**src/rtl/axi4_stream_reg_slice_pkg.sv**
```systemverilog
// Shared types and sizing helpers for the AXI4-Stream register slice.
// Imported by the skid stage and the top-level slice.
package axi4_stream_reg_slice_pkg;

    // Occupancy of one 2-entry skid stage; the encoding doubles as the count value.
    typedef enum logic [1:0] {
        CNT_EMPTY = 2'd0,
        CNT_ONE   = 2'd1,
        CNT_FULL  = 2'd2
    } stage_cnt_e;

    // Bits in one packed beat: tdata, tlast, tstrb, tkeep, tid, tdest and tuser.
    function automatic int unsigned word_width(
        input int unsigned tdata_w,
        input int unsigned tid_w,
        input int unsigned tdest_w,
        input int unsigned tuser_w
    );
        return tdata_w + 1 + 2 * (tdata_w / 8) + tid_w + tdest_w + tuser_w;
    endfunction

    // Bits needed for level 0..2*stages; a single tied-off bit when there are no stages.
    function automatic int unsigned level_width(input int unsigned stages);
        return (stages == 0) ? 1 : $clog2(2 * stages + 1);
    endfunction

endpackage

```
**src/rtl/axi4_stream_reg_slice_if.sv**
```systemverilog
// AXI4-Stream bundle with every sideband field; master drives the beat, slave drives tready.
interface axi4_stream_if #(
    parameter int unsigned TDATA_WIDTH = 32,
    parameter int unsigned TID_WIDTH   = 1,
    parameter int unsigned TDEST_WIDTH = 1,
    parameter int unsigned TUSER_WIDTH = 1
);
    localparam int unsigned TSTRB_WIDTH = TDATA_WIDTH / 8;

    logic                   tvalid;
    logic                   tready;
    logic [TDATA_WIDTH-1:0] tdata;
    logic [TSTRB_WIDTH-1:0] tstrb;
    logic [TSTRB_WIDTH-1:0] tkeep;
    logic                   tlast;
    logic [TID_WIDTH-1:0]   tid;
    logic [TDEST_WIDTH-1:0] tdest;
    logic [TUSER_WIDTH-1:0] tuser;

    modport master (
        output tvalid, tdata, tstrb, tkeep, tlast, tid, tdest, tuser,
        input  tready
    );

    modport slave (
        input  tvalid, tdata, tstrb, tkeep, tlast, tid, tdest, tuser,
        output tready
    );

endinterface

```
**src/rtl/axi4_stream_reg_slice_skid_stage.sv**
```systemverilog
// One full-throughput skid stage: 2-entry FIFO whose in_ready comes from a flop,
// so neither the forward nor the backward path passes through combinationally.
module axi4_stream_skid_stage
    import axi4_stream_reg_slice_pkg::*;
#(
    parameter int unsigned WORD_WIDTH = 8
) (
    input  logic                  clk_i,
    input  logic                  rst_i,
    input  logic                  in_valid,
    output logic                  in_ready,
    input  logic [WORD_WIDTH-1:0] in_word,
    output logic                  out_valid,
    input  logic                  out_ready,
    output logic [WORD_WIDTH-1:0] out_word,
    output logic [1:0]            count_o
);

    stage_cnt_e            state;
    stage_cnt_e            state_nxt;
    logic [WORD_WIDTH-1:0] mem [2];
    logic                  wr_ptr;
    logic                  rd_ptr;
    logic                  ready_q;
    logic                  wr_en;
    logic                  rd_en;

    assign wr_en = in_valid & ready_q;
    assign rd_en = (state != CNT_EMPTY) & out_ready;

    // NOTE: every variable written in always_comb gets a default first, so no path
    // can leave it unassigned and infer a latch.
    always_comb begin
        state_nxt = state;
        unique case (state)
            CNT_EMPTY: if (wr_en) state_nxt = CNT_ONE;
            CNT_ONE: begin
                if (wr_en && !rd_en)      state_nxt = CNT_FULL;
                else if (!wr_en && rd_en) state_nxt = CNT_EMPTY;
            end
            CNT_FULL:  if (rd_en) state_nxt = CNT_ONE;
            default:   state_nxt = CNT_EMPTY;
        endcase
    end

    // NOTE: sequential state uses non-blocking assignments so every flop samples
    // the pre-edge value regardless of statement order.
    always_ff @(posedge clk_i) begin
        if (rst_i) begin
            state   <= CNT_EMPTY;
            ready_q <= 1'b0;
            wr_ptr  <= 1'b0;
            rd_ptr  <= 1'b0;
            // NOTE: the two entries are reset on purpose: the output word is the
            // oldest entry and must read as zero straight out of reset.
            mem[0]  <= '0;
            mem[1]  <= '0;
        end else begin
            state   <= state_nxt;
            ready_q <= (state_nxt != CNT_FULL);
            if (wr_en) begin
                mem[wr_ptr] <= in_word;
                wr_ptr      <= ~wr_ptr;
            end
            if (rd_en) rd_ptr <= ~rd_ptr;
        end
    end

    // ready_q mirrors (count != 2) but is held low through reset.
    assign in_ready  = ready_q;
    assign out_valid = (state != CNT_EMPTY);
    assign out_word  = mem[rd_ptr];
    assign count_o   = state;

endmodule

```
**src/rtl/axi4_stream_reg_slice.sv**
```systemverilog
// AXI4-Stream register slice: STAGES chained skid stages with occupancy report.
// Optional delivered-packet counter is built when AXI4_STREAM_REG_SLICE_PKT_CNT_EN is defined.
module axi4_stream_reg_slice
    import axi4_stream_reg_slice_pkg::*;
#(
    parameter int unsigned TDATA_WIDTH = 32,
    parameter int unsigned TID_WIDTH   = 1,
    parameter int unsigned TDEST_WIDTH = 1,
    parameter int unsigned TUSER_WIDTH = 1,
    parameter int unsigned STAGES      = 2,
    parameter int unsigned CNT_WIDTH   = 16
) (
    input  logic                              clk_i,
    input  logic                              rst_i,
    axi4_stream_if.slave                      pkt_i,
    axi4_stream_if.master                     pkt_o,
    output logic [level_width(STAGES)-1:0]    level_o
`ifdef AXI4_STREAM_REG_SLICE_PKT_CNT_EN
    ,
    output logic [CNT_WIDTH-1:0]              pkt_cnt_o
`endif
);

    localparam int unsigned WORD_W = word_width(TDATA_WIDTH, TID_WIDTH, TDEST_WIDTH, TUSER_WIDTH);
    localparam int unsigned LVL_W  = level_width(STAGES);

    logic [WORD_W-1:0] in_word;
    logic [WORD_W-1:0] out_word;

    // tlast sits in the same word as its data, so it can never split from its beat.
    assign in_word = {pkt_i.tlast, pkt_i.tuser, pkt_i.tdest, pkt_i.tid,
                      pkt_i.tkeep, pkt_i.tstrb, pkt_i.tdata};
    assign {pkt_o.tlast, pkt_o.tuser, pkt_o.tdest, pkt_o.tid,
            pkt_o.tkeep, pkt_o.tstrb, pkt_o.tdata} = out_word;

    if (STAGES == 0) begin : g_bypass
        logic unused_clk_rst;
        assign unused_clk_rst = clk_i | rst_i;
        assign out_word       = in_word;
        assign pkt_o.tvalid   = pkt_i.tvalid;
        assign pkt_i.tready   = pkt_o.tready;
        assign level_o        = LVL_W'(0);
    end else begin : g_chain
        logic [WORD_W-1:0] word  [STAGES+1];
        logic              valid [STAGES+1];
        logic              ready [STAGES+1];
        logic [1:0]        count [STAGES];

        assign valid[0]      = pkt_i.tvalid;
        assign word[0]       = in_word;
        assign pkt_i.tready  = ready[0];
        assign pkt_o.tvalid  = valid[STAGES];
        assign out_word      = word[STAGES];
        assign ready[STAGES] = pkt_o.tready;

        for (genvar k = 0; k < STAGES; k++) begin : g_stage
            axi4_stream_skid_stage #(
                .WORD_WIDTH (WORD_W)
            ) u_stage (
                .clk_i     (clk_i),
                .rst_i     (rst_i),
                .in_valid  (valid[k]),
                .in_ready  (ready[k]),
                .in_word   (word[k]),
                .out_valid (valid[k+1]),
                .out_ready (ready[k+1]),
                .out_word  (word[k+1]),
                .count_o   (count[k])
            );
        end

        // Sum of stage flops only; no input port reaches level_o.
        always_comb begin
            level_o = '0;
            for (int k = 0; k < STAGES; k++) begin
                level_o = level_o + LVL_W'(count[k]);
            end
        end
    end

`ifdef AXI4_STREAM_REG_SLICE_PKT_CNT_EN
    // Wraps naturally at 2^CNT_WIDTH.
    always_ff @(posedge clk_i) begin
        if (rst_i) begin
            pkt_cnt_o <= '0;
        end else if (pkt_o.tvalid && pkt_o.tready && pkt_o.tlast) begin
            pkt_cnt_o <= pkt_cnt_o + 1'b1;
        end
    end
`else
    localparam int unsigned UNUSED_CNT_WIDTH = CNT_WIDTH;
`endif

endmodule

```
**src/flat_wrapper.sv**
```systemverilog
// flat-port wrapper written by rule: the top's interface ports become plain ports
module axi4_stream_reg_slice_flat import axi4_stream_reg_slice_pkg::*;
#(
    parameter int unsigned TDATA_WIDTH = 32,
    parameter int unsigned TID_WIDTH   = 1,
    parameter int unsigned TDEST_WIDTH = 1,
    parameter int unsigned TUSER_WIDTH = 1,
    parameter int unsigned STAGES      = 2,
    parameter int unsigned CNT_WIDTH   = 16
)
  (clk_i, rst_i, level_o, pkt_i_tvalid, pkt_i_tdata, pkt_i_tstrb, pkt_i_tkeep, pkt_i_tlast, pkt_i_tid, pkt_i_tdest, pkt_i_tuser, pkt_i_tready, pkt_o_tvalid, pkt_o_tdata, pkt_o_tstrb, pkt_o_tkeep, pkt_o_tlast, pkt_o_tid, pkt_o_tdest, pkt_o_tuser, pkt_o_tready);
  axi4_stream_if #(.TDATA_WIDTH(TDATA_WIDTH), .TID_WIDTH(TID_WIDTH), .TDEST_WIDTH(TDEST_WIDTH), .TUSER_WIDTH(TUSER_WIDTH)) pkt_i_i ();
  axi4_stream_if #(.TDATA_WIDTH(TDATA_WIDTH), .TID_WIDTH(TID_WIDTH), .TDEST_WIDTH(TDEST_WIDTH), .TUSER_WIDTH(TUSER_WIDTH)) pkt_o_i ();
  input  logic clk_i;
  input  logic rst_i;
  output logic [level_width(STAGES)-1:0] level_o;
  input wire logic [$bits(pkt_i_i.tvalid)-1:0] pkt_i_tvalid;
  input wire logic [$bits(pkt_i_i.tdata)-1:0] pkt_i_tdata;
  input wire logic [$bits(pkt_i_i.tstrb)-1:0] pkt_i_tstrb;
  input wire logic [$bits(pkt_i_i.tkeep)-1:0] pkt_i_tkeep;
  input wire logic [$bits(pkt_i_i.tlast)-1:0] pkt_i_tlast;
  input wire logic [$bits(pkt_i_i.tid)-1:0] pkt_i_tid;
  input wire logic [$bits(pkt_i_i.tdest)-1:0] pkt_i_tdest;
  input wire logic [$bits(pkt_i_i.tuser)-1:0] pkt_i_tuser;
  output wire logic [$bits(pkt_i_i.tready)-1:0] pkt_i_tready;
  output wire logic [$bits(pkt_o_i.tvalid)-1:0] pkt_o_tvalid;
  output wire logic [$bits(pkt_o_i.tdata)-1:0] pkt_o_tdata;
  output wire logic [$bits(pkt_o_i.tstrb)-1:0] pkt_o_tstrb;
  output wire logic [$bits(pkt_o_i.tkeep)-1:0] pkt_o_tkeep;
  output wire logic [$bits(pkt_o_i.tlast)-1:0] pkt_o_tlast;
  output wire logic [$bits(pkt_o_i.tid)-1:0] pkt_o_tid;
  output wire logic [$bits(pkt_o_i.tdest)-1:0] pkt_o_tdest;
  output wire logic [$bits(pkt_o_i.tuser)-1:0] pkt_o_tuser;
  input wire logic [$bits(pkt_o_i.tready)-1:0] pkt_o_tready;
  assign pkt_i_i.tvalid = pkt_i_tvalid;
  assign pkt_i_i.tdata = pkt_i_tdata;
  assign pkt_i_i.tstrb = pkt_i_tstrb;
  assign pkt_i_i.tkeep = pkt_i_tkeep;
  assign pkt_i_i.tlast = pkt_i_tlast;
  assign pkt_i_i.tid = pkt_i_tid;
  assign pkt_i_i.tdest = pkt_i_tdest;
  assign pkt_i_i.tuser = pkt_i_tuser;
  assign pkt_i_tready = pkt_i_i.tready;
  assign pkt_o_tvalid = pkt_o_i.tvalid;
  assign pkt_o_tdata = pkt_o_i.tdata;
  assign pkt_o_tstrb = pkt_o_i.tstrb;
  assign pkt_o_tkeep = pkt_o_i.tkeep;
  assign pkt_o_tlast = pkt_o_i.tlast;
  assign pkt_o_tid = pkt_o_i.tid;
  assign pkt_o_tdest = pkt_o_i.tdest;
  assign pkt_o_tuser = pkt_o_i.tuser;
  assign pkt_o_i.tready = pkt_o_tready;
  axi4_stream_reg_slice #(.TDATA_WIDTH(TDATA_WIDTH), .TID_WIDTH(TID_WIDTH), .TDEST_WIDTH(TDEST_WIDTH), .TUSER_WIDTH(TUSER_WIDTH), .STAGES(STAGES), .CNT_WIDTH(CNT_WIDTH)) u_core (.clk_i(clk_i), .rst_i(rst_i), .pkt_i(pkt_i_i), .pkt_o(pkt_o_i), .level_o(level_o));
endmodule
```
**config.mk**
```make
export PLATFORM = sky130hd
export DESIGN_NAME = axi4_stream_reg_slice_flat
export DESIGN_NICKNAME = d
export VERILOG_FILES = /design/src/rtl/axi4_stream_reg_slice_pkg.sv /design/src/rtl/axi4_stream_reg_slice_if.sv /design/src/rtl/axi4_stream_reg_slice_skid_stage.sv /design/src/rtl/axi4_stream_reg_slice.sv /design/src/flat_wrapper.sv
export SDC_FILE = /design/constraint.sdc
export NUM_CORES = 1
export LEC_CHECK = 0
export ABC_AREA = 1
export CAP_MARGIN = 20
export CORE_AREA = 2 2 130 132
export DETAILED_ROUTE_END_ITERATION = 8
export DIE_AREA = 0 0 132 134
export GPL_ROUTABILITY_DRIVEN = 0
export PLACE_DENSITY = 0.81
export SKIP_CTS_REPAIR_TIMING = 1
export SLEW_MARGIN = 25
export SYNTH_ARGS = -nofsm -noshare
export SYNTH_HDL_FRONTEND = slang
export SYNTH_HIERARCHICAL = 1
export SYNTH_SLANG_ARGS = --single-unit
```
**constraint.sdc**
```tcl
create_clock -name clk_i -period 2.4 [get_ports clk_i]
set_input_delay 0.48 -clock clk_i [delete_from_list [all_inputs] [get_ports clk_i]]
set_output_delay 0.48 -clock clk_i [all_outputs]
set_load 0.005 [all_outputs]
```
* Yosys cells after proc, flatten, opt, wreduce, memory -nomap -nowiden *
Memory sizes are Yosys's and may differ from the RTL's. A register that Yosys moved wholly into a read port is not among the register bits.
Index checks and enable logic that the tools add are counted.

cells by class
  eq/ne operators = 6
  reduce and logical (&&, ||, !) cells = 13
  bitwise gates (word level) = 7
  mux-type cells = 28
  add/subtract/negate cells = 1

operators with widths
  kind                                                  number
  two-way mux 44 bit                                    2
  OR reduction 44 bit                                   2
  two-way mux 1 bit                                     16
  two-way mux 2 bit                                     8
  one-hot mux 2 bit (3 select lines)                    2
  equality test 2 x 1 -> 1 bit (second input constant)  2
  equality test 2 bit (second input constant)           2
  logical AND 1 bit                                     4
  zero test 2 bit                                       2
  inequality test 2 bit (second input constant)         2
  inverter 1 bit                                        4
  nonzero test 2 bit                                    2
  adder 2 x 2 -> 3 bit                                  1
  AND 1 bit                                             3
  zero test 1 bit                                       3

word-level totals
  output and inout port bits = 49
  memories kept = 2
  RAM bits = 176
  word-level logic and storage cells = 65
  bits of input ports = 48
  flip-flop bits (word level) = 10

memories
  name                                   words  width  rd ports  clocked after memory_dff  wr ports  RTL line                                text
  u_core.g_chain.g_stage[0].u_stage.mem  2      44     1         1                         2         axi4_stream_reg_slice_skid_stage.sv:21  logic [WORD_WIDTH-1:0] mem [2];
  u_core.g_chain.g_stage[1].u_stage.mem  2      44     1         1                         2         axi4_stream_reg_slice_skid_stage.sv:21

* Depth between registers and ports, before layout *
Gate-level depths: netlist of the first run.

  word-level depth = 8
  mapped depth = 7
  depth with buffers taken out = 7

* By module *
The synthesis of the first run kept the hierarchy.

modules (own cells, without submodules)
  module                  cells an instance  seq. area each (um^2)  times used  area an instance (um^2)
  axi4_stream_skid_stage  315                2762.6                 2           3998.8
  axi4_stream_reg_slice   7                  0.0                    1           51.3

* Worst setup path after synthesis of the first run *
No wires, ideal clock.

  path type = register to register
  start point = register u_core.g_chain.g_stage[0].u_stage.state[1]
  end point = memory u_core/g_chain.g_stage[1].u_stage/mem[0][0] (netlist bit), enable pin
  clock period less this slack = 2.369 ns
  setup slack = 0.031 ns
  cell stages (with the launch flop) = 8
  required time = 1.998 ns
  buffers on the path = 1
  arrival = 1.966 ns
  cells stage by stage = dfxtp_1 nor2_1 inv_1 nand2_1 nor2_2 nand2_4 buf_6 nand2_1

RTL lines
  what                    RTL line                                text
  from (decl)             axi4_stream_reg_slice_skid_stage.sv:19  stage_cnt_e state;
  from (signal assigned)  axi4_stream_reg_slice_skid_stage.sv:59  state <= state_nxt;
  to (decl)               axi4_stream_reg_slice_skid_stage.sv:21

==> flow_summary_export.csv, run 1 <==
group,metric,value,unit
critical_path,crit_type,"register to output pin",
detailed_routing,vias,4733,
critical_path,cp-start-kind,"register",
logic_synthesis,synth_warnings,6,
logic_synthesis,synth_fp_nets,687,
run_status,outcome,"completed",
critical_path,crit_required,1.92,ns
timing,slew_violations,0,
cts,htree_levels,4,
final_layout,final_cells,970,
timing,max-slew-margin-rel,72.52,%
floorplanning,start_util,49.41,%
floorplanning,die_area,17690,µm²
timing,rsz0062_at_grt,"no",
logic_synthesis,syn_avg_cell_area,12.64,µm²
run,max-cap-violations,0,
critical_path,cp.arrival,1.84,ns
final_layout,final_common_cell,"nor2_1",
final_layout,fin_util,60.61,%
cts,cts_buffer_depth,2,
cts,insertion_delay,0.42,ns
floorplanning,placementRows,47,
detailed_routing,drt_wl_total,15320,µm
critical_path,end_kind,"output pin",
timing,period_needed,2.324,ns
detailed_routing,viasPerCell,4.879,
placed_design,io_buffers,96,
cts,cts_tree,"done",
timing,final.setup_skew,0.005922,ns
final_layout,syn_to_final_growth,22.66,%
timing,max_freq,430.3,MHz
detailed_routing,wl_per_cell,15.79,µm
power_and_ir_drop,leakage,0.004031,µW
detailed_routing,drt_iter0_drc,313,
final_layout,fill_cells,1265,
logic_synthesis,synth_cells,637,
logic_synthesis,ys_ff_latch,188,
timing,post-route-period-util,96.84,%
final_layout,n_antenna_cell,0,
cts,cts.sinks,188,
floorplanning,die_x,132,µm
floorplanning,io_pins,97,
logic_synthesis,synth.distinct_cells,19,
critical_path,path_max_fanout,22,
grt,grt_start_max_net_pins,46,
power_and_ir_drop,total_power,6937,µW
timing,final-hold-violation-count,0,
grt,gr-total-overflow,0,
final_layout,finalNetCount,788,
final_layout,drive_above_1_share,18.80,%
power_and_ir_drop,power.density,702.6,nW/µm²
timing,worstMarginPinSlew,0.4079,ns
timing,finalSetupViolations,0,
logic_synthesis,ys_seq_area_share,68.65,%
placed_design,place_ws,0.2626,ns
floorplanning,die_h,134,µm
grt,grt_pass1_wl,23990,µm
worst_hold_path,holdCritPathClass,"register to register",
timing,setup_ws,0.07581,ns
cts,clk_pin_slew,0.06,ns
grt,grt_antenna_before_repair,0,
cts,cts-root-buf,"clkbuf_16",
placed_design,place_inst,938,
placed_design,dp_hpwl,8624,µm
grt,grt_pass1_vias,4824,
power_and_ir_drop,peakVddDrop,506.5,µV
logic_synthesis,syn_area,8049,µm²
grt,grt_use_total,17.94,%
cts,numCtsBuffers,17,
detailed_routing,drcViolationCount,0,
detailed_routing,ant_nets,0,
floorplanning,core,16290,µm²
detailed_routing,dr.pass1.iters,5,
final_layout,final_cell_mix,"194 x nor2_1, 176 x edfxtp_1, 99 x inv_1",
-- final cells by class --
class | instances | area [µm²] | area share, %
clock buffers | 18 | 429.2 | 4.347
well taps | 220 | 275.3 | 2.788
repair buffers | 108 | 1189 | 12.04
clock inverters | 13 | 107.6 | 1.090
multi-input cells | 322 | 1954 | 19.79
inverters | 101 | 379.1 | 3.840
flip-flops and latches | 188 | 5539 | 56.10
-- state kept, by name, indices dropped and copies added (netlist names), named ones only --
signal and cells:
u_core/g_chain.g_stage.u_stage/count_o 4, u_core/g_chain.g_stage.u_stage/in_ready 2, u_core/g_chain.g_stage.u_stage/mem 176, u_core/g_chain.g_stage.u_stage/rd_ptr 2, u_core/g_chain.g_stage.u_stage/wr_ptr 2
-- worst max-delay path, cell delays in order, from the launching register on --
cell,delay (ns)
dfxtp_4,0.38
buf_12,0.20
mux2_2,0.38
clkdlybuf4s50_1,0.46
-- metal layers --
metal	GRT usage, %	wire length, µm	part of all wire [%]
met2	31.28	7802	51
met4	8.333	324	2.1
met3	4.119	849	5.5
met5	0	0	0
met1	21.22	6343	41
-- synthesized netlist by cell type --
cell type  number  area (µm²)
inv_1          99       371.6
fa_1            1       20.02
buf_4           8       60.06
nor3_1          2       10.01
o21ai_0         2       10.01
mux2_2         88       991.0
ha_1            1       12.51
nor2_2          2       12.51
nand2_1        22       82.58
nand3_1         2       10.01
buf_6           8       90.09
dfxtp_1        12       240.2
nand4_2         2       25.02
nor2_1        194       728.2
nand2_4         2       22.52
buf_2          10       50.05
a21oi_1         4       20.02
edfxtp_1      176        5285
inv_2           2       7.510
-- cells by family (layout without fill, tap and decap cells) --
kind of cell               after synthesis  count (layout)  synth area share, %
adders and majority gates                2               2               0.4042
buffers and inverters                  127             240                7.197
AOI/OAI and AO/OA                        6               6               0.3731
and+or+nand+nor                        226             226                11.07
muxes                                   88              88                12.31
DFF                                    188             188                68.65
-- power by group --
part	leakage (µW)	switching, µW	internal [µW]	total [µW]
Combinational	0.00183	289	299	588
Sequential	0.00193	44.6	3740	3780
Clock	0.000268	1080	1490	2570
Total	0.00403	1410	5530	6940
-- worst paths after layout --
kind / startpoint / endpoint / slack (ns) / cells past startpoint
max: register / pkt_o_tdata[0] / 0.08 / 3
min: u_core/g_chain.g_stage[1].u_stage/rd_ptr / register / 0.50 / 2
max reg2reg: u_core/g_chain.g_stage[0].u_stage/count_o[1] / u_core/g_chain.g_stage[1].u_stage/mem[0][30] / 0.72 / 7
min reg2reg: u_core/g_chain.g_stage[1].u_stage/rd_ptr / register / 0.50 / 2
-- stage by stage --
| step | hold slack (ns) | cell area [µm²] | setup TNS [ns] |
|---|---|---|---|
| 5_1_grt | 0.5291 | 9873 | 0 |
| 6_report | 0.4959 | 9873 | 0 |
| 3_3_place_gp | 0.4816 | 9293 | 0 |
| 4_1_cts | 0.5001 | 9829 | -0.1740 |
| 2_1_floorplan | 0.4669 | 8049 | 0 |
| 3_5_place_dp | 0.4857 | 9293 | 0 |
Note: power is estimated with default switching activity, not from simulation.
==> run 2, diff against run 1 <==
--- a/config.mk
+++ b/config.mk
@@ -11,6 +11,7 @@
 export DETAILED_ROUTE_END_ITERATION = 8
 export DIE_AREA = 0 0 132 134
 export GPL_ROUTABILITY_DRIVEN = 0
+export HOLD_SLACK_MARGIN = 0.1
 export PLACE_DENSITY = 0.81
 export SKIP_CTS_REPAIR_TIMING = 1
 export SLEW_MARGIN = 25
==> results of run 2 <==
Same layout as run 1: the final DEF is identical, and so are final timing and power.
==> run 3, diff against run 2 <==
--- a/config.mk
+++ b/config.mk
@@ -7,12 +7,14 @@
 export LEC_CHECK = 0
 export ABC_AREA = 1
 export CAP_MARGIN = 20
-export CORE_AREA = 2 2 130 132
+export CORE_AREA = 2 2 124 126
 export DETAILED_ROUTE_END_ITERATION = 8
-export DIE_AREA = 0 0 132 134
+export DIE_AREA = 0 0 126 128
+export DONT_BUFFER_PORTS = 1
 export GPL_ROUTABILITY_DRIVEN = 0
 export HOLD_SLACK_MARGIN = 0.1
-export PLACE_DENSITY = 0.81
+export PLACE_DENSITY = 0.79
+export RECOVER_POWER = 25
 export SKIP_CTS_REPAIR_TIMING = 1
 export SLEW_MARGIN = 25
 export SYNTH_ARGS = -nofsm -noshare
==> flow_summary_export.csv, run 3 (synthesis results as in run 1) <==
group,metric,value,unit
placed_design,dp_hpwl,9112,µm
detailed_routing,dr.pass1.iters,4,
cts,clk_pin_slew,0.07,ns
placed_design,io_buffers,0,
timing,timing.setup.tns,0,ns
timing,rsz0062_at_grt,"no",
floorplanning,die_x,126,µm
detailed_routing,wl_per_cell,17.49,µm
worst_hold_path,holdCritPathClass,"input port to register",
final_layout,drive_above_1_share,21.25,%
detailed_routing,vias,4424,
timing,period_needed,2.142,ns
timing,worstMarginPinSlew,1.294,ns
detailed_routing,drcViolationCount,0,
critical_path,slowest_stage,"dfxtp_2",
final_layout,largest-register,"u_core/g_chain.g_stage.u_stage/mem",
final_layout,finalNetCount,691,
detailed_routing,ant_nets,0,
grt,grt_use_total,19.13,%
cts,insertion_delay,0.43,ns
final_layout,largest_reg_flops,176,
final_layout,final_area,8871,µm²
final_layout,syn_to_final_growth,10.21,%
timing,post-route-period-util,89.23,%
detailed_routing,drt_iter0_drc,311,
critical_path,path_cells,"buf_12 > mux2_2",
floorplanning,core,14860,µm²
grt,grt_pass1_vias,4605,
cts,cts_tree,"done",
critical_path,cpPeakStageDelay,0.59,ns
final_layout,n_antenna_cell,0,
floorplanning,die_h,128,µm
grt,gr-total-overflow,0,
final_layout,final_cell_mix,"194 x nor2_1, 176 x edfxtp_1, 99 x inv_1",
detailed_routing,drt_wl_total,14730,µm
timing,finalSetupViolations,0,
timing,max_freq,467.0,MHz
floorplanning,placementRows,45,
grt,grt_pass1_wl,23390,µm
grt,grt_antenna_before_repair,0,
critical_path,crit_required,1.92,ns
critical_path,cp-start-kind,"register",
critical_path,crit_type,"register to output pin",
timing,final-hold-violation-count,0,
critical_path,end_kind,"output pin",
timing,final.setup_skew,0.01104,ns
floorplanning,die_area,16130,µm²
cts,cts_buffer_depth,2,
power_and_ir_drop,power.density,806.0,nW/µm²
final_layout,final_common_cell,"nor2_1",
detailed_routing,viasPerCell,5.254,
critical_path,path_max_fanout,29,
power_and_ir_drop,peakVddDrop,490.2,µV
cts,cts.sinks,188,
floorplanning,io_pins,97,
cts,cts-root-buf,"clkbuf_16",
timing,slew_violations,0,
timing,max-slew-margin-rel,13.71,%
run,max-cap-violations,0,
cts,htree_levels,4,
cts,numCtsBuffers,17,
floorplanning,start_util,54.15,%
placed_design,detailed_place.area,8254,µm²
power_and_ir_drop,leakage,0.003614,µW
critical_path,cp.arrival,1.66,ns
grt,grt_start_max_net_pins,45,
run_status,outcome,"completed",
-- run 3: power breakdown --
part / total (µW) / leakage [µW] / switching [µW] / internal (µW)
sequential: 3790 / 0.00193 / 47.3 / 3740
clock: 2970 / 0.000330 / 1150 / 1820
combinational: 400 / 0.00136 / 252 / 147
total: 7150 / 0.00361 / 1450 / 5700
-- run 3: worst paths after layout --
check / start / endpoint / slack (ns) / cells after the start
worst max register to register: u_core/g_chain.g_stage[0].u_stage/in_ready / u_core/g_chain.g_stage[0].u_stage/mem[0][24] / 0.31 / 5
worst min-delay path: rst_i / u_core/g_chain.g_stage[1].u_stage/in_ready / 0.11 / 1
worst min register to register: u_core/g_chain.g_stage[0].u_stage/rd_ptr / u_core/g_chain.g_stage[0].u_stage/rd_ptr / 0.51 / 2
worst max-delay path: register / pkt_o_tdata[22] / 0.26 / 2
-- run 3: final cells by class --
class | instances | area (µm²)
sequential | 188 | 5528
inverter | 101 | 379.1
clock inverter | 4 | 26.28
tap | 188 | 235.2
clock buffer | 28 | 634.4
fill | 1164 | 5993
multi-input combinational | 322 | 1933
timing repair buffer | 11 | 135.1
-- run 3: critical path: cells and delay by family (launching register included) --
family / cells / cell delay, ns
muxes: 1 / 0.37
DFF: 1 / 0.59
buffers and inverters: 1 / 0.25
-- run 3: through the flow --
step,util (%),hold WS [ns],setup slack (ns),cells,power (µW)
final,59.68,0.1139,0.2585,842,7150
after global routing,59.68,0.1000,0.1487,842,7378
after global placement,55.53,0.4834,0.7256,810,4242
after floorplan,-,0.4669,0.03117,637,4148
after CTS,59.97,0.09849,0.2360,842,7201
after detailed placement,55.53,0.4918,0.6678,810,4263
-- run 3: layer usage --
| metal | wire (µm) | share of wire (%) | up-vias | GRT usage [%] |
|---|---|---|---|---|
| met2 | 7649 | 52 | 137 | 32.86 |
| met4 | 280 | 1.9 | 0 | 7.886 |
| met5 | 0 | 0 | - | 0 |
| met3 | 983 | 6.7 | 22 | 6.135 |
| li1 | - | - | 2092 | - |
| met1 | 5815 | 39 | 2173 | 22.35 |
